## src/rtl/div_iter_pkg.sv

```systemverilog
// Shared encodings and constants for the iterative divider.
package div_iter_pkg;

   localparam logic DivStart          = 1'b1;
   localparam logic DivStop           = 1'b0;
   localparam logic DivResultReady    = 1'b1;
   localparam logic DivResultNotReady = 1'b0;

   typedef enum logic [1:0] {
      ST_IDLE = 2'b00,
      ST_BUSY = 2'b01,
      ST_DONE = 2'b10
   } div_state_e;

   localparam int         DIV_STEPS     = 32;
   localparam logic [4:0] DIV_LAST_STEP = 5'(DIV_STEPS - 1);

endpackage

```

## src/rtl/div_step.sv

```systemverilog
// One restoring radix-2 division step: shift left, trial-subtract the divisor from the upper half.
// Purely combinational, zero latency, no flow control.
module div_step (
   input  logic [64:0] work_i,
   input  logic [31:0] divisor_i,
   output logic [64:0] work_o
);

   logic [33:0] diff;

   // work_i[64:31] is the upper 34 bits of the shifted register, so no bit is lost.
   assign diff = work_i[64:31] - {2'b00, divisor_i};

   always_comb begin
      work_o = {work_i[63:0], 1'b0};
      if (!diff[33]) begin
         work_o = {diff[32:0], work_i[30:0], 1'b1};
      end
   end

endmodule

```

## src/rtl/div_iter.sv

```systemverilog
// 32-bit signed/unsigned iterative divider: 33 edges per divide (1 with a zero divisor, or with
// DIV_EARLY_OUT_EN when |dividend| < |divisor|); result held with ready until start_i drops.
module div_iter
   import div_iter_pkg::*;
(
   input  logic        clk,
   input  logic        resetn,
   input  logic        signed_div_i,
   input  logic [31:0] opdata1_i,
   input  logic [31:0] opdata2_i,
   input  logic        start_i,
   input  logic        annul_i,
   output logic [63:0] result_o,
   output logic        ready_o
);

   div_state_e  state_q;
   logic [4:0]  cnt_q;
   logic [64:0] work_q;
   logic [64:0] work_d;
   logic [31:0] dvsr_q;
   logic        quot_neg_q;
   logic        rem_neg_q;
   logic [63:0] result_q;
   logic        ready_q;

   logic        a_neg;
   logic        b_neg;
   logic [31:0] mag_a;
   logic [31:0] mag_b;
   logic [31:0] quot_fin;
   logic [31:0] rem_fin;

   assign a_neg = signed_div_i & opdata1_i[31];
   assign b_neg = signed_div_i & opdata2_i[31];
   assign mag_a = a_neg ? -opdata1_i : opdata1_i;
   assign mag_b = b_neg ? -opdata2_i : opdata2_i;

   div_step u_step (
      .work_i    (work_q),
      .divisor_i (dvsr_q),
      .work_o    (work_d)
   );

   // Final sign correction is taken from the last step's output so DONE needs no extra cycle.
   assign quot_fin = quot_neg_q ? -work_d[31:0]  : work_d[31:0];
   assign rem_fin  = rem_neg_q  ? -work_d[63:32] : work_d[63:32];

   always_ff @(posedge clk or negedge resetn) begin
      if (!resetn) begin
         state_q    <= ST_IDLE;
         cnt_q      <= 5'd0;
         work_q     <= 65'd0;
         dvsr_q     <= 32'd0;
         quot_neg_q <= 1'b0;
         rem_neg_q  <= 1'b0;
         result_q   <= 64'd0;
         ready_q    <= DivResultNotReady;
      end else if (annul_i) begin
         state_q  <= ST_IDLE;
         cnt_q    <= 5'd0;
         result_q <= 64'd0;
         ready_q  <= DivResultNotReady;
      end else begin
         case (state_q)
            ST_IDLE: begin
               if (start_i == DivStart) begin
                  dvsr_q     <= mag_b;
                  quot_neg_q <= a_neg ^ b_neg;
                  rem_neg_q  <= a_neg;
                  cnt_q      <= 5'd0;
                  work_q     <= {33'd0, mag_a};
                  if (opdata2_i == 32'd0) begin
                     state_q  <= ST_DONE;
                     result_q <= 64'd0;
                     ready_q  <= DivResultReady;
                  end
`ifdef DIV_EARLY_OUT_EN
                  else if (mag_a < mag_b) begin
                     state_q  <= ST_DONE;
                     result_q <= {opdata1_i, 32'd0};
                     ready_q  <= DivResultReady;
                  end
`endif
                  else begin
                     state_q <= ST_BUSY;
                  end
               end
            end
            ST_BUSY: begin
               work_q <= work_d;
               cnt_q  <= cnt_q + 5'd1;
               if (cnt_q == DIV_LAST_STEP) begin
                  state_q  <= ST_DONE;
                  result_q <= {rem_fin, quot_fin};
                  ready_q  <= DivResultReady;
               end
            end
            ST_DONE: begin
               if (start_i == DivStop) begin
                  state_q <= ST_IDLE;
                  ready_q <= DivResultNotReady;
               end
            end
            default: begin
               state_q <= ST_IDLE;
               ready_q <= DivResultNotReady;
            end
         endcase
      end
   end

   assign result_o = result_q;
   assign ready_o  = ready_q;

endmodule

```

## config.mk

```make
export PLATFORM = sky130hd
export DESIGN_NAME = div_iter
export DESIGN_NICKNAME = d
export VERILOG_FILES = /design/src/rtl/div_iter_pkg.sv /design/src/rtl/div_step.sv /design/src/rtl/div_iter.sv
export SDC_FILE = /design/constraint.sdc
export NUM_CORES = 1
export LEC_CHECK = 0
export ABC_AREA = 1
export BUFFER_PORTS_ARGS = -buffer_cell sky130_fd_sc_hd__buf_2
export CAP_MARGIN = 20
export CORE_MARGIN = 3
export CORE_UTILIZATION = 40
export DETAILED_ROUTE_END_ITERATION = 8
export GPL_ROUTABILITY_DRIVEN = 1
export PLACE_DENSITY = 0.66
export SYNTH_ARGS = -nofsm -noshare
export SYNTH_HDL_FRONTEND = slang
export SYNTH_HIERARCHICAL = 1
export SYNTH_SLANG_ARGS = --single-unit
export TNS_END_PERCENT = 30
```

## constraint.sdc

```tcl
create_clock -name clk -period 4.85 [get_ports clk]
set_input_delay 0.97 -clock clk [delete_from_list [all_inputs] [get_ports clk]]
set_output_delay 0.97 -clock clk [all_outputs]
set_load 0.05 [all_outputs]
```

# Yosys cells after proc, flatten, opt, wreduce, memory -nomap -nowiden

Index checks and enable logic that the tools add are counted.

Latch bits: 0
Memory bits (read-only): 0
RAM bits: 0
Memories: 0
Word-level logic and storage cells: 63
Bits in registers: 171

Bitwise operators: 4
Multipliers: 0
Divide/modulo/power cells: 0
Reduce and logical (&&, ||, !) cells: 10
Shifts and indexed selects: 0
Multiplexer cells: 27
Add/subtract/negate cells: 6
Order comparisons: 0
Equal/unequal tests: 8

Operator list:

| cell                                                            | number |
|---|---|
| 64-bit two-way mux                                              | 4 |
| 65-bit two-way mux                                              | 2 |
| 65-bit one-hot mux with 2 select lines                          | 1 |
| 32-bit two-way mux                                              | 4 |
| 32-bit negator                                                  | 4 |
| 64-bit one-hot mux with 2 select lines                          | 1 |
| 34-bit by 32-bit subtractor with 34-bit output                  | 1 |
| 32-bit zero test                                                | 1 |
| 3-bit inequality test, second input constant                    | 4 |
| 2-bit two-way mux                                               | 5 |
| 5-bit two-way mux                                               | 2 |
| 5-bit one-hot mux with 2 select lines                           | 1 |
| 3-bit AND reduction                                             | 3 |
| 4-bit AND reduction                                             | 2 |
| 2-bit one-hot mux with 3 select lines                           | 1 |
| 5-bit by 1-bit adder with 5-bit output, second input constant   | 1 |
| 5-bit == test, second input constant                            | 1 |
| 1-bit two-way mux                                               | 5 |
| 1-bit one-hot mux with 3 select lines                           | 1 |
| 3-bit nonzero test                                              | 1 |
| 1-bit bitwise AND                                               | 2 |
| 2-bit by 1-bit == test with 1-bit output, second input constant | 1 |
| 2-bit == test, second input constant                            | 1 |
| 2-bit zero test                                                 | 1 |
| 5 further kinds                                                 | 5 |

# Logic depth before layout (Yosys ltp)

Gate-level depths: netlist (run 1).

Word-level depth: 7
Gate-level depth with buffers: 29
Depth with buffers taken out: 28

# Cells and area by module

The synthesis (run 1) kept the hierarchy.

Modules (own cells, without submodules):

| module   | times used | area an instance (um^2) | cells each |
|---|---|---|---|
| div_iter | 1          | 10662.7                 | 1590 |
| div_step | 1          | 3677.3                  | 752 |

# Worst setup path after synthesis (run 1)

No wires, ideal clock.

Path kind: reg2reg
Start point: register work_q[39]
End point: register result_q[60], in the netlist result_o[60]
Setup slack: 1.812 ns
Data required time: 4.732 ns
Period minus slack after synthesis: 3.038 ns
Arrival time: 2.920 ns
Setup time: 0.118 ns
Cell stages (with the launch flop): 28
Path through: dfrtp_1 -> ha_1 -> nand2_2 -> inv_2 -> nand2_1 -> nand2_2 -> inv_2 -> nand3_2 -> nand2_2 -> nand2_2 -> nand2_2 -> nand3_2 -> buf_4 -> nand3_1 -> nand2_1 -> inv_1 -> ha_1 -> inv_1 -> nor2_1 -> nand3_1 -> nand2_1 -> nand3_1 -> nor2_1 -> nand3_1 -> nand2_1 -> nor2_1 -> nand2_1 -> nand2_1

Longest elaborated chain between the ends: 7

Ends and longest elaborated chain:

| element                                        | line           | RTL |
|---|---|---|
| from (decl)                                    | div_iter.sv:19 | `logic [64:0] work_q;` |
| from (signal assigned)                         | div_iter.sv:72 | `work_q <= {33'd0, mag_a};` |
| from (signal assigned)                         | div_iter.sv:91 | `work_q <= work_d;` |
| 34-bit by 32-bit subtractor with 34-bit output | div_step.sv:12 | `assign diff = work_i[64:31] - {2'b00, divisor_i};` |
| 65-bit two-way mux                             | div_step.sv:16 | `if (!diff[33]) begin` |
| named net work_d[32]                           | div_iter.sv:20 | `logic [64:0] work_d;` |
| 32-bit negator                                 | div_iter.sv:47 | `assign rem_fin = rem_neg_q ? -work_d[63:32] : work_d[63:32];` |
| 32-bit two-way mux                             | div_iter.sv:47 |  |
| 64-bit two-way mux                             | div_iter.sv:93 | `if (cnt_q == DIV_LAST_STEP) begin` |
| 64-bit one-hot mux with 2 select lines         | div_iter.sv:65 | `case (state_q)` |
| 64-bit two-way mux                             | div_iter.sv:59 | `end else if (annul_i) begin` |
| to (signal assigned)                           | div_iter.sv:95 | `result_q <= {rem_fin, quot_fin};` |
| to (decl)                                      | div_iter.sv:24 | `logic [63:0] result_q;` |

The timed path passes the listed nets, and every way through them passes these cells. The select of a mux whose other input is x is not followed.
A chain may end at the register's enable or synchronous reset.

# Worst setup path in the final report (run 1)

Start point: register work_q[54]
End point: register result_q[60], in the netlist result_o[60]

The elaborated chain is that of the path after synthesis.

==> results of run 1 <==
path summary, 6_finish.rpt:
kind | start | end | slack (ps) | cells past startpoint
min in group asynchronous | resetn | dvsr_q[22] | 570 | 1
worst max-delay path | work_q[54] | result_o[60] | 870 | 24
worst min register to register | result_o[54] | result_o[54] | 470 | 2
worst max register to register | work_q[54] | result_o[60] | 870 | 24
max in group asynchronous | resetn | work_q[16] | 3250 | 2
worst min-delay path | result_o[54] | result_o[54] | 470 | 2
worst max-delay path: stages, from the launching register on:
cell and delay (ps):
dfrtp_1 450, ha_1 420, nand2_1 120, inv_1 60, nand2_1 140, inv_1 50
nand2_1 90, a21oi_1 80, nor2_2 190, nand3_2 350, nand3_1 210, nand2_1 90
inv_1 120, ha_1 190, inv_1 60, nor2_1 130, nand3_1 160, nand2_1 150
nand3_1 160, nor2_1 250, nand3_1 110, nand2_1 70, nor2_1 50, nand2_1 90
nand2_1 50
logic make-up (layout without fill, tap and decap cells):
family          after synthesis  in the layout  share of synthesized area [%]
simple gates               1402           1402                          41.10
buf+inv                     424            501                          12.85
compound gates              265            265                          10.24
fa+ha+maj                    39             39                          3.455
xor+xnor                     41             41                          2.504
flops                       171            171                          29.84
registers in the layout, indices dropped and copies added, names as in the netlist:
name        count
dvsr_q         32
work_q         65
cnt_q           5
state_q         2
rem_neg_q       1
quot_neg_q      1
ready_o         1
result_o       64
area by class of cell:
cell class | count | area share [%]
multi-input combinational | 1747 | 52.48
sequential | 171 | 27.26
inverter | 318 | 7.604
timing repair buffer | 152 | 5.189
tap | 455 | 3.627
clock buffer | 22 | 2.957
clock inverter | 9 | 0.8847
per-stage QoR:
stage          area [um2]  util (%)  hold WS [ps]  std cells  setup slack [ps]
2_1_floorplan       14340         -         448.3       2342              1812
3_3_place_gp        15090     43.17         458.8       2843              1052
3_5_place_dp        15090     43.17         461.0       2843             999.7
4_1_cts             15700     44.89         479.6       2874             960.5
5_1_grt             15700     44.89         501.5       2874             453.8
6_report            15700     44.89         472.1       2874             874.7
cells in the mapped netlist (all sizes together) (4+ instances only):
cell type / count
a21oi: 98
a31oi: 5
and2: 12
buf: 66
clkbuf: 40
dfrtp: 171
ha: 38
inv: 316
nand2: 825
nand3: 267
nand3b: 7
nand4: 34
nor2: 228
nor3: 23
o211ai: 6
o21ai: 118
o31ai: 30
or2: 4
xnor2: 11
xor2: 30
metal layers:
metal  up-vias  global-route usage, %  part of all wire [%]
met5         -                      0                 0.020
met4         2                  8.556                   2.9
met3        78                  4.193                   6.2
met2       496                  39.16                    44
met1      6938                  36.22                    47
li1       7530                      -                     -
==> impl_metrics.ini, run 1 <==
[status]
status = completed

[logic_synthesis]
syn_nets = 2450
synth-seq-cells = 171
async_flop_share_pct = 100.0
netlist_top_cells_area = dfrtp_1, nand2_1, nand3_1, inv_1, nor2_1
yosysWarningCount = 6
synth_area_mm2 = 0.01434
yosys.area.top_type_share_pct = 29.84
ys_seq_area_share_pct = 29.84
synth_ff_type = dfrtp_1
synth.distinct_cells = 41
synth_area_per_cell_um2 = 6.123
postSynthCellCount = 2342
yosysTopAreaCell = dfrtp_1
synth-edff-count = 0

[grt]
grt_first_pass_wirelength_um = 77510
track_usage_pct = 25.41
first_global_vias = 14265
gr-total-overflow = 0
grt_max_degree = 95
antenna_found_initial = 3

[floorplanning]
num_io_pins = 134
initial_core_util_pct = 41.01
dieArea_mm2 = 0.03816
dieHeight_um = 195.3
die_w_um = 195.3
core-area_mm2 = 0.03497
num_rows = 68

[place]
dp_hpwl_um = 38630
port_buffers = 133
gp_congestion = 0.9662

[final_layout]
syn_to_final_growth_pct = 9.467
drive_gt1_share_pct = 9.425
regArea_mm2 = 0.004279
nFillCells = 3743
final_common_cell = nand2_1
diodes = 0
finalNetCount = 2515
multiInputGateArea_mm2 = 0.008238
mostFrequentLayoutCells = nand2_1, inv_1, nand3_1

[drt]
vias = 15044
wl_per_cell_um = 16.97
vias_per_cell = 5.235
drt-total-wl_um = 48780
drcViolationCount = 0
ant_nets = 0
drt_iter0_markers = 1221
drt_first_pass_iters = 6

[clock_tree]
htree_num_levels = 4
cts_root_buf = clkbuf_16
cts_resized = 0
postCtsSetupBuffers = 0
cts_tree = done
clk_latency_ps = 450
cts_sinks = 171
cts_inserted_buffers = 17
ctsHoldBuffers = 0
cts_buffer_depth = 2
cts.clk_slew.worst_paths_ps = 70

[setup_path]
arrival_ps = 4310
startpoint_type = flip-flop
cp-end-kind = flip-flop
crit_required_ps = 5180
critPathKind = reg -> reg
path_max_fanout = 19

[sta]
finalSetupTns_ps = 0
max_freq_mhz = 251.6
fin_crit_sh_pct = 81.97
post-route-min-period_ps = 3975
skew_ps = 10.14
hold_viol_final = 0
worst_pin_slew_ps = 943.6
rsz0062_at_grt = no
setup_viol = 0
drv_slew = 0
slew_headroom_pct = 37.09

[hold_path]
hold_path_class = reg -> reg

[job]
max_cap_violations = 0
Power of run 1 is not shown: default switching activity piles up to over one toggle a cycle in this logic, so the estimate is an artifact.
==> inputs of run 2 (changes only) <==
--- a/config.mk
+++ b/config.mk
@@ -5,14 +5,14 @@
 export SDC_FILE = /design/constraint.sdc
 export NUM_CORES = 1
 export LEC_CHECK = 0
-export ABC_AREA = 1
+export ABC_AREA = 0
 export BUFFER_PORTS_ARGS = -buffer_cell sky130_fd_sc_hd__buf_2
 export CAP_MARGIN = 20
 export CORE_MARGIN = 3
 export CORE_UTILIZATION = 40
 export DETAILED_ROUTE_END_ITERATION = 8
 export GPL_ROUTABILITY_DRIVEN = 1
-export PLACE_DENSITY = 0.66
+export PLACE_DENSITY = 0.69
 export SYNTH_ARGS = -nofsm -noshare
 export SYNTH_HDL_FRONTEND = slang
 export SYNTH_HIERARCHICAL = 1
==> constraint.sdc (replaced) <==
create_clock -name clk -period 3.3 [get_ports clk]
set_input_delay 0.66 -clock clk [delete_from_list [all_inputs] [get_ports clk]]
set_output_delay 0.66 -clock clk [all_outputs]
set_load 0.05 [all_outputs]
==> impl_metrics.ini, run 2 <==
[status]
status = complete, but fails checks
violations = setup timing

[setup_path]
crit_required_ps = 3600
cp-end-kind = flip-flop
reg2reg_slack_ps = -1610
critPathKind = reg -> reg
crit_path_top_delay_cell = or4_4
cp_top_family = simple AND/OR/NAND/NOR gates
worst-path-buf-inv = 2
arrival_ps = 5210
path_max_fanout = 5
startpoint_type = flip-flop
slowest_delay_ps = 500
crit_chain = ha_4 > and3_1 > or3b_4 > a211oi_4 > o31ai_2 > and3_4 > o31ai_4 > xor2_4 > buf_6 > buf_6 > mux2_4 > or4_4 > or4_4 > or3_4 > o41ai_4 > xor2_1 > o21ai_1

[sta]
worst_pin_slew_ps = 769.9
setup_viol = 84
rsz0062_at_grt = yes
drv_slew = 0
skew_ps = 9.536
fin_crit_sh_pct = 148.7
post-route-min-period_ps = 4907
setup_ws_ps = -1607
slew_headroom_pct = 48.67
max_freq_mhz = 203.8
hold_viol_final = 0

[grt]
first_global_vias = 10411
grt_max_degree = 85
antenna_found_initial = 1
gr-total-overflow = 0
track_usage_pct = 22.26
grt_first_pass_wirelength_um = 56260

[place]
port_buffers = 133
dp_hpwl_um = 26130
gp_congestion = 0.9150
dpl_cell_area_mm2 = 0.01410
dp_slack_ps = -1838

[drt]
drt_iter0_markers = 858
ant_nets = 0
vias_per_cell = 5.439
vias = 11024
drt-total-wl_um = 35730
drcViolationCount = 0
wl_per_cell_um = 17.63
drt_first_pass_iters = 5

[logic_synthesis]
yosysWarningCount = 6
synth-seq-cells = 171
yosysTopAreaCell = dfrtp_1
synth.distinct_cells = 75
netlist_top_cells_area = dfrtp_1, xor2_1, nand2_1, o31ai_1, o21ai_0
ys_seq_area_share_pct = 36.45
postSynthCellCount = 1354
yosys.area.top_type_share_pct = 36.45
synth-edff-count = 0
syn_nets = 1462
async_flop_share_pct = 100.0
yosys-top-cells-count = nand2_1, dfrtp_1, o21ai_0
synth_area_mm2 = 0.01174
synth_area_per_cell_um2 = 8.671
synth_most_common_cell = nand2_1
synth_ff_type = dfrtp_1

[power_and_ir_drop]
ir_worst_vdd_uv = 752.9
clkPwrFrac_pct = 10.8
power.density_mw_per_mm2 = 1171
switching_share_pct = 43.96
pwr-share-seq_pct = 16.3
internal_power_mw = 10.33
power_frac_comb_pct = 72.9
p_sw_mw = 8.100
p_leak_nw = 7.272

[clock_tree]
ctsHoldBuffers = 0
cts_tree = done
cts_sinks = 171
cts.clk_slew.worst_paths_ps = 70
cts_buffer_depth = 2
clk_latency_ps = 450
htree_num_levels = 4
cts_root_buf = clkbuf_16
cts_inserted_buffers = 17

[floorplanning]
die_w_um = 177.3
num_io_pins = 134
initial_core_util_pct = 40.79
dieArea_mm2 = 0.03144
num_rows = 62
core-area_mm2 = 0.02878
dieHeight_um = 177.3

[final_layout]
largest_register_ff_count = 65
largest_register = work_q
finalNetCount = 1737
stdcell_area_mm2 = 0.01574
drive_gt1_share_pct = 33.62
syn_to_final_growth_pct = 34.07
mostFrequentLayoutCells = buf_4, nand2_1, dfrtp_1
final_common_cell = buf_4

[job]
max_cap_violations = 0

[hold_path]
hold_path_class = in -> async
[run 2: changes by cell type in the layout (fill, tap and decap cells not counted), sizes merged, moves of 26 or more]
| cell | change |
|---|---|
| a21oi | -32 |
| inv | -259 |
| nand3 | -255 |
| buf | +212 |
| o31ai | +58 |
| nor2 | -164 |
| xor2 | +60 |
| nand4 | -26 |
| xnor2 | +46 |
| nand2 | -626 |
[run 2: routing by layer]
metal | routed length [um] | up-vias | track usage [%] | share of wire (%)
met4 | 452 | 0 | 5.007 | 1.3
li1 | - | 5342 | - | -
met5 | 0 | - | 0 | 0
met1 | 17430 | 5348 | 33.82 | 49
met2 | 15860 | 300 | 33.43 | 44
met3 | 1979 | 34 | 3.338 | 5.5
[run 2: power groups by stage]
stage,combinational [mW],sequential [mW],clock (mW)
floorplan,5.51,3.16,0
global placement,9.87,2.97,0
detailed placement,10.0,2.99,0
CTS,11.9,3.00,2.03
global route,14.3,3.05,2.11
finish,13.4,3.00,2.00
[run 2: final cells by class]
type	count	area, um2
diodes	1	2.502
clock buffers	21	480.5
clock inverters	11	96.34
fillers	2481	13040
inverters	51	196.4
multi-input cells	1024	7570
flip-flops and latches	171	4279
well taps	384	480.5
repair buffers	364	2635
[run 2: path summary, 6_finish.rpt]
check                      depth (start not counted)           end          from
max in group asynchronous                          2    work_q[45]        resetn
min in group clk                                   2  result_o[49]  result_o[49]
max                                               17  result_o[63]    work_q[41]
min                                                1  result_o[53]        resetn
max reg2reg                                       17  result_o[63]    work_q[41]
min reg2reg                                        2  result_o[49]  result_o[49]
[run 2: stage by stage]
step	TNS, ps	power (mW)	hold WS [ps]	util (%)	std cells
global route	-79310	19.43	181.5	54.69	2027
floorplan	-37740	8.675	364.4	-	1354
finish	-62700	18.43	149.0	54.69	2027
detailed placement	-75330	13.03	460.8	48.99	1965
global placement	-65600	12.83	455.7	48.99	1965
CTS	-54200	16.92	158.2	53.20	2010
[run 2: cell families after synthesis]
logic type	synth area share, %
and+or+nand+nor	16.20
AOI/OAI and AO/OA	22.90
DFF	36.45
xor gates and xnor gates	10.97
adders and majority gates	4.220
muxes	2.899
buffers and inverters	6.363
[run 2: worst reg2reg max path, delay by kind of cell, from the launching register on]
family | cells | cell delay, ps
AND/OR/NAND/NOR | 6 | 2140
AO/OA/AOI/OAI | 5 | 980
flip-flops | 1 | 420
XOR/XNOR | 2 | 400
multiplexers | 1 | 300
adder cells (fa/ha/maj) | 1 | 290
buffers and inverters | 2 | 260
[run 2: timing repair]
action,in CTS,in global routing
pin swaps,44,41
buffers inserted,14,17
resized for setup,122,69
endpoints found under the setup margin,95,98
Note: power is estimated with default switching activity, not from simulation.
==> inputs of run 3 (changes only) <==
--- a/config.mk
+++ b/config.mk
@@ -12,7 +12,6 @@
 export CORE_UTILIZATION = 40
 export DETAILED_ROUTE_END_ITERATION = 8
 export GPL_ROUTABILITY_DRIVEN = 1
-export PLACE_DENSITY = 0.69
 export SYNTH_ARGS = -nofsm -noshare
 export SYNTH_HDL_FRONTEND = slang
 export SYNTH_HIERARCHICAL = 1
==> impl_metrics.ini, run 3 (synthesis results as in run 2) <==
[clock_tree]
ctsHoldBuffers = 0
cts_sinks = 171
cts_root_buf = clkbuf_16
cts_tree = done
cts.clk_slew.worst_paths_ps = 80
cts_buffer_depth = 2
htree_num_levels = 4
cts_inserted_buffers = 17
clk_latency_ps = 440

[setup_path]
path_common_cell = and3_4
reg2reg_slack_ps = -1530
cp_top_family = simple AND/OR/NAND/NOR gates
crit_chain = ha_4 > and3_4 > or3b_4 > a211oi_4 > o31ai_2 > and3_4 > o31ai_4 > xor2_4 > buf_12 > mux2_4 > or4_4 > buf_4 > or4b_4 > or2_4 > o21ai_1 > xor2_1 > o21ai_0
crit_required_ps = 3590
slowest_delay_ps = 550
startpoint_type = flip-flop
path_max_fanout = 5
critPathKind = reg -> reg
cp-end-kind = flip-flop
crit_path_top_delay_cell = or4b_4
arrival_ps = 5110
worst-path-buf-inv = 2

[grt]
first_global_vias = 9991
antenna_found_initial = 2
grt_first_pass_wirelength_um = 54660
track_usage_pct = 21.74
gr-total-overflow = 0
grt_max_degree = 64

[drt]
drt_first_pass_iters = 5
ant_nets = 0
wl_per_cell_um = 17.61
vias_per_cell = 5.447
drcViolationCount = 0
vias = 10949
drt-total-wl_um = 35390
drt_iter0_markers = 976

[final_layout]
stdcell_area_mm2 = 0.01574
fin_cells = 2010
final_common_cell = nand2_1
drive_gt1_share_pct = 33.31
mostFrequentLayoutCells = nand2_1, buf_4, dfrtp_1
syn_to_final_growth_pct = 34.10
finalNetCount = 1719
largest_register_ff_count = 65
largest_register = work_q

[floorplanning]
core-area_mm2 = 0.02878
die_w_um = 177.3
initial_core_util_pct = 40.79
num_rows = 62
dieHeight_um = 177.3
num_io_pins = 134
dieArea_mm2 = 0.03144

[sta]
post-route-min-period_ps = 4826
finalSetupTns_ps = -56490
setup_viol = 82
skew_ps = 13.64
max_freq_mhz = 207.2
hold_viol_final = 0
fin_crit_sh_pct = 146.2
slew_headroom_pct = 8.829
hold_slack_ps = 130.9
worst_pin_slew_ps = 1368
rsz0062_at_grt = yes
setup_ws_ps = -1526
drv_slew = 0

[place]
gp_congestion = 0.9039
dp_hpwl_um = 26240
port_buffers = 133
dpl_cell_area_mm2 = 0.01411
placed_cells = 1963

[power_and_ir_drop]
p_leak_nw = 7.231
power.density_mw_per_mm2 = 1163
ir_worst_vdd_uv = 839.2
p_total_mw = 18.31

[status]
status = complete, but fails checks
violations = setup timing

[job]
max_cap_violations = 0

[hold_path]
hold_path_class = in -> async
## run 3: changes by cell type in the layout (fill, tap and decap cells not counted), moves of 3 or more
cell and change:
nor2_1 -3, clkinv_8 +7, clkbuf_8 -4, o21ai_1 -5, buf_12 +3, inv_6 -4, xor2_2 +4, buf_4 -21
nor2_2 +3, xor2_1 -4, o31ai_4 -3, o21ai_0 +4
## run 3: final timing paths
| path | startpoint | end | depth (start not counted) |
|---|---|---|---|
| setup / recovery | work_q[40] | result_o[56] | 17 |
| hold / removal | resetn | result_o[55] | 1 |
| setup reg to reg | work_q[40] | result_o[56] | 17 |
| hold reg to reg | result_o[20] | result_o[20] | 2 |
| max in group asynchronous | resetn | result_o[19] | 2 |
| min in group clk | result_o[20] | result_o[20] | 2 |
## run 3: through the flow
step	utilization, %	setup slack [ps]
6_report	54.70	-1526
5_1_grt	54.70	-1649
4_1_cts	51.83	-1468
3_5_place_dp	49.02	-1504
3_3_place_gp	49.02	-1475
2_1_floorplan	-	-1299
## run 3: power by group
part / switching, mW / leakage, nW / total (mW) / internal [mW]
Combinational: 6.60 / 4.66 / 13.1 / 6.53
Sequential: 0.496 / 2.26 / 3.01 / 2.51
Clock: 1.06 / 0.311 / 2.18 / 1.12
## run 3: layout make-up
type / count / area, um2
Clock inverter: 15 / 220.2
Fill cell: 2604 / 13040
Multi-Input combinational cell: 1024 / 7609
Clock buffer: 17 / 425.4
Inverter: 51 / 193.9
Tap cell: 384 / 480.5
Antenna cell: 2 / 5.005
Timing Repair Buffer: 346 / 2531
Sequential cell: 171 / 4279
## run 3: timing repair
| item | CTS | global route |
|---|---|---|
| pin swaps | 11 | 40 |
| gates resized for setup | 32 | 161 |
| endpoints found under the setup margin | 81 | 95 |
| setup buffers | 2 | 10 |
| cloned | 0 | 1 |
## run 3: routing by layer
layer	GRT usage [%]	vias up	share of wire, %	routed length (um)
li1	-	5342	-	-
met1	34.75	5290	51	17910
met2	31.55	298	43	15370
met3	2.118	19	5.0	1779
met4	4.614	0	0.93	328
met5	0	-	0	0
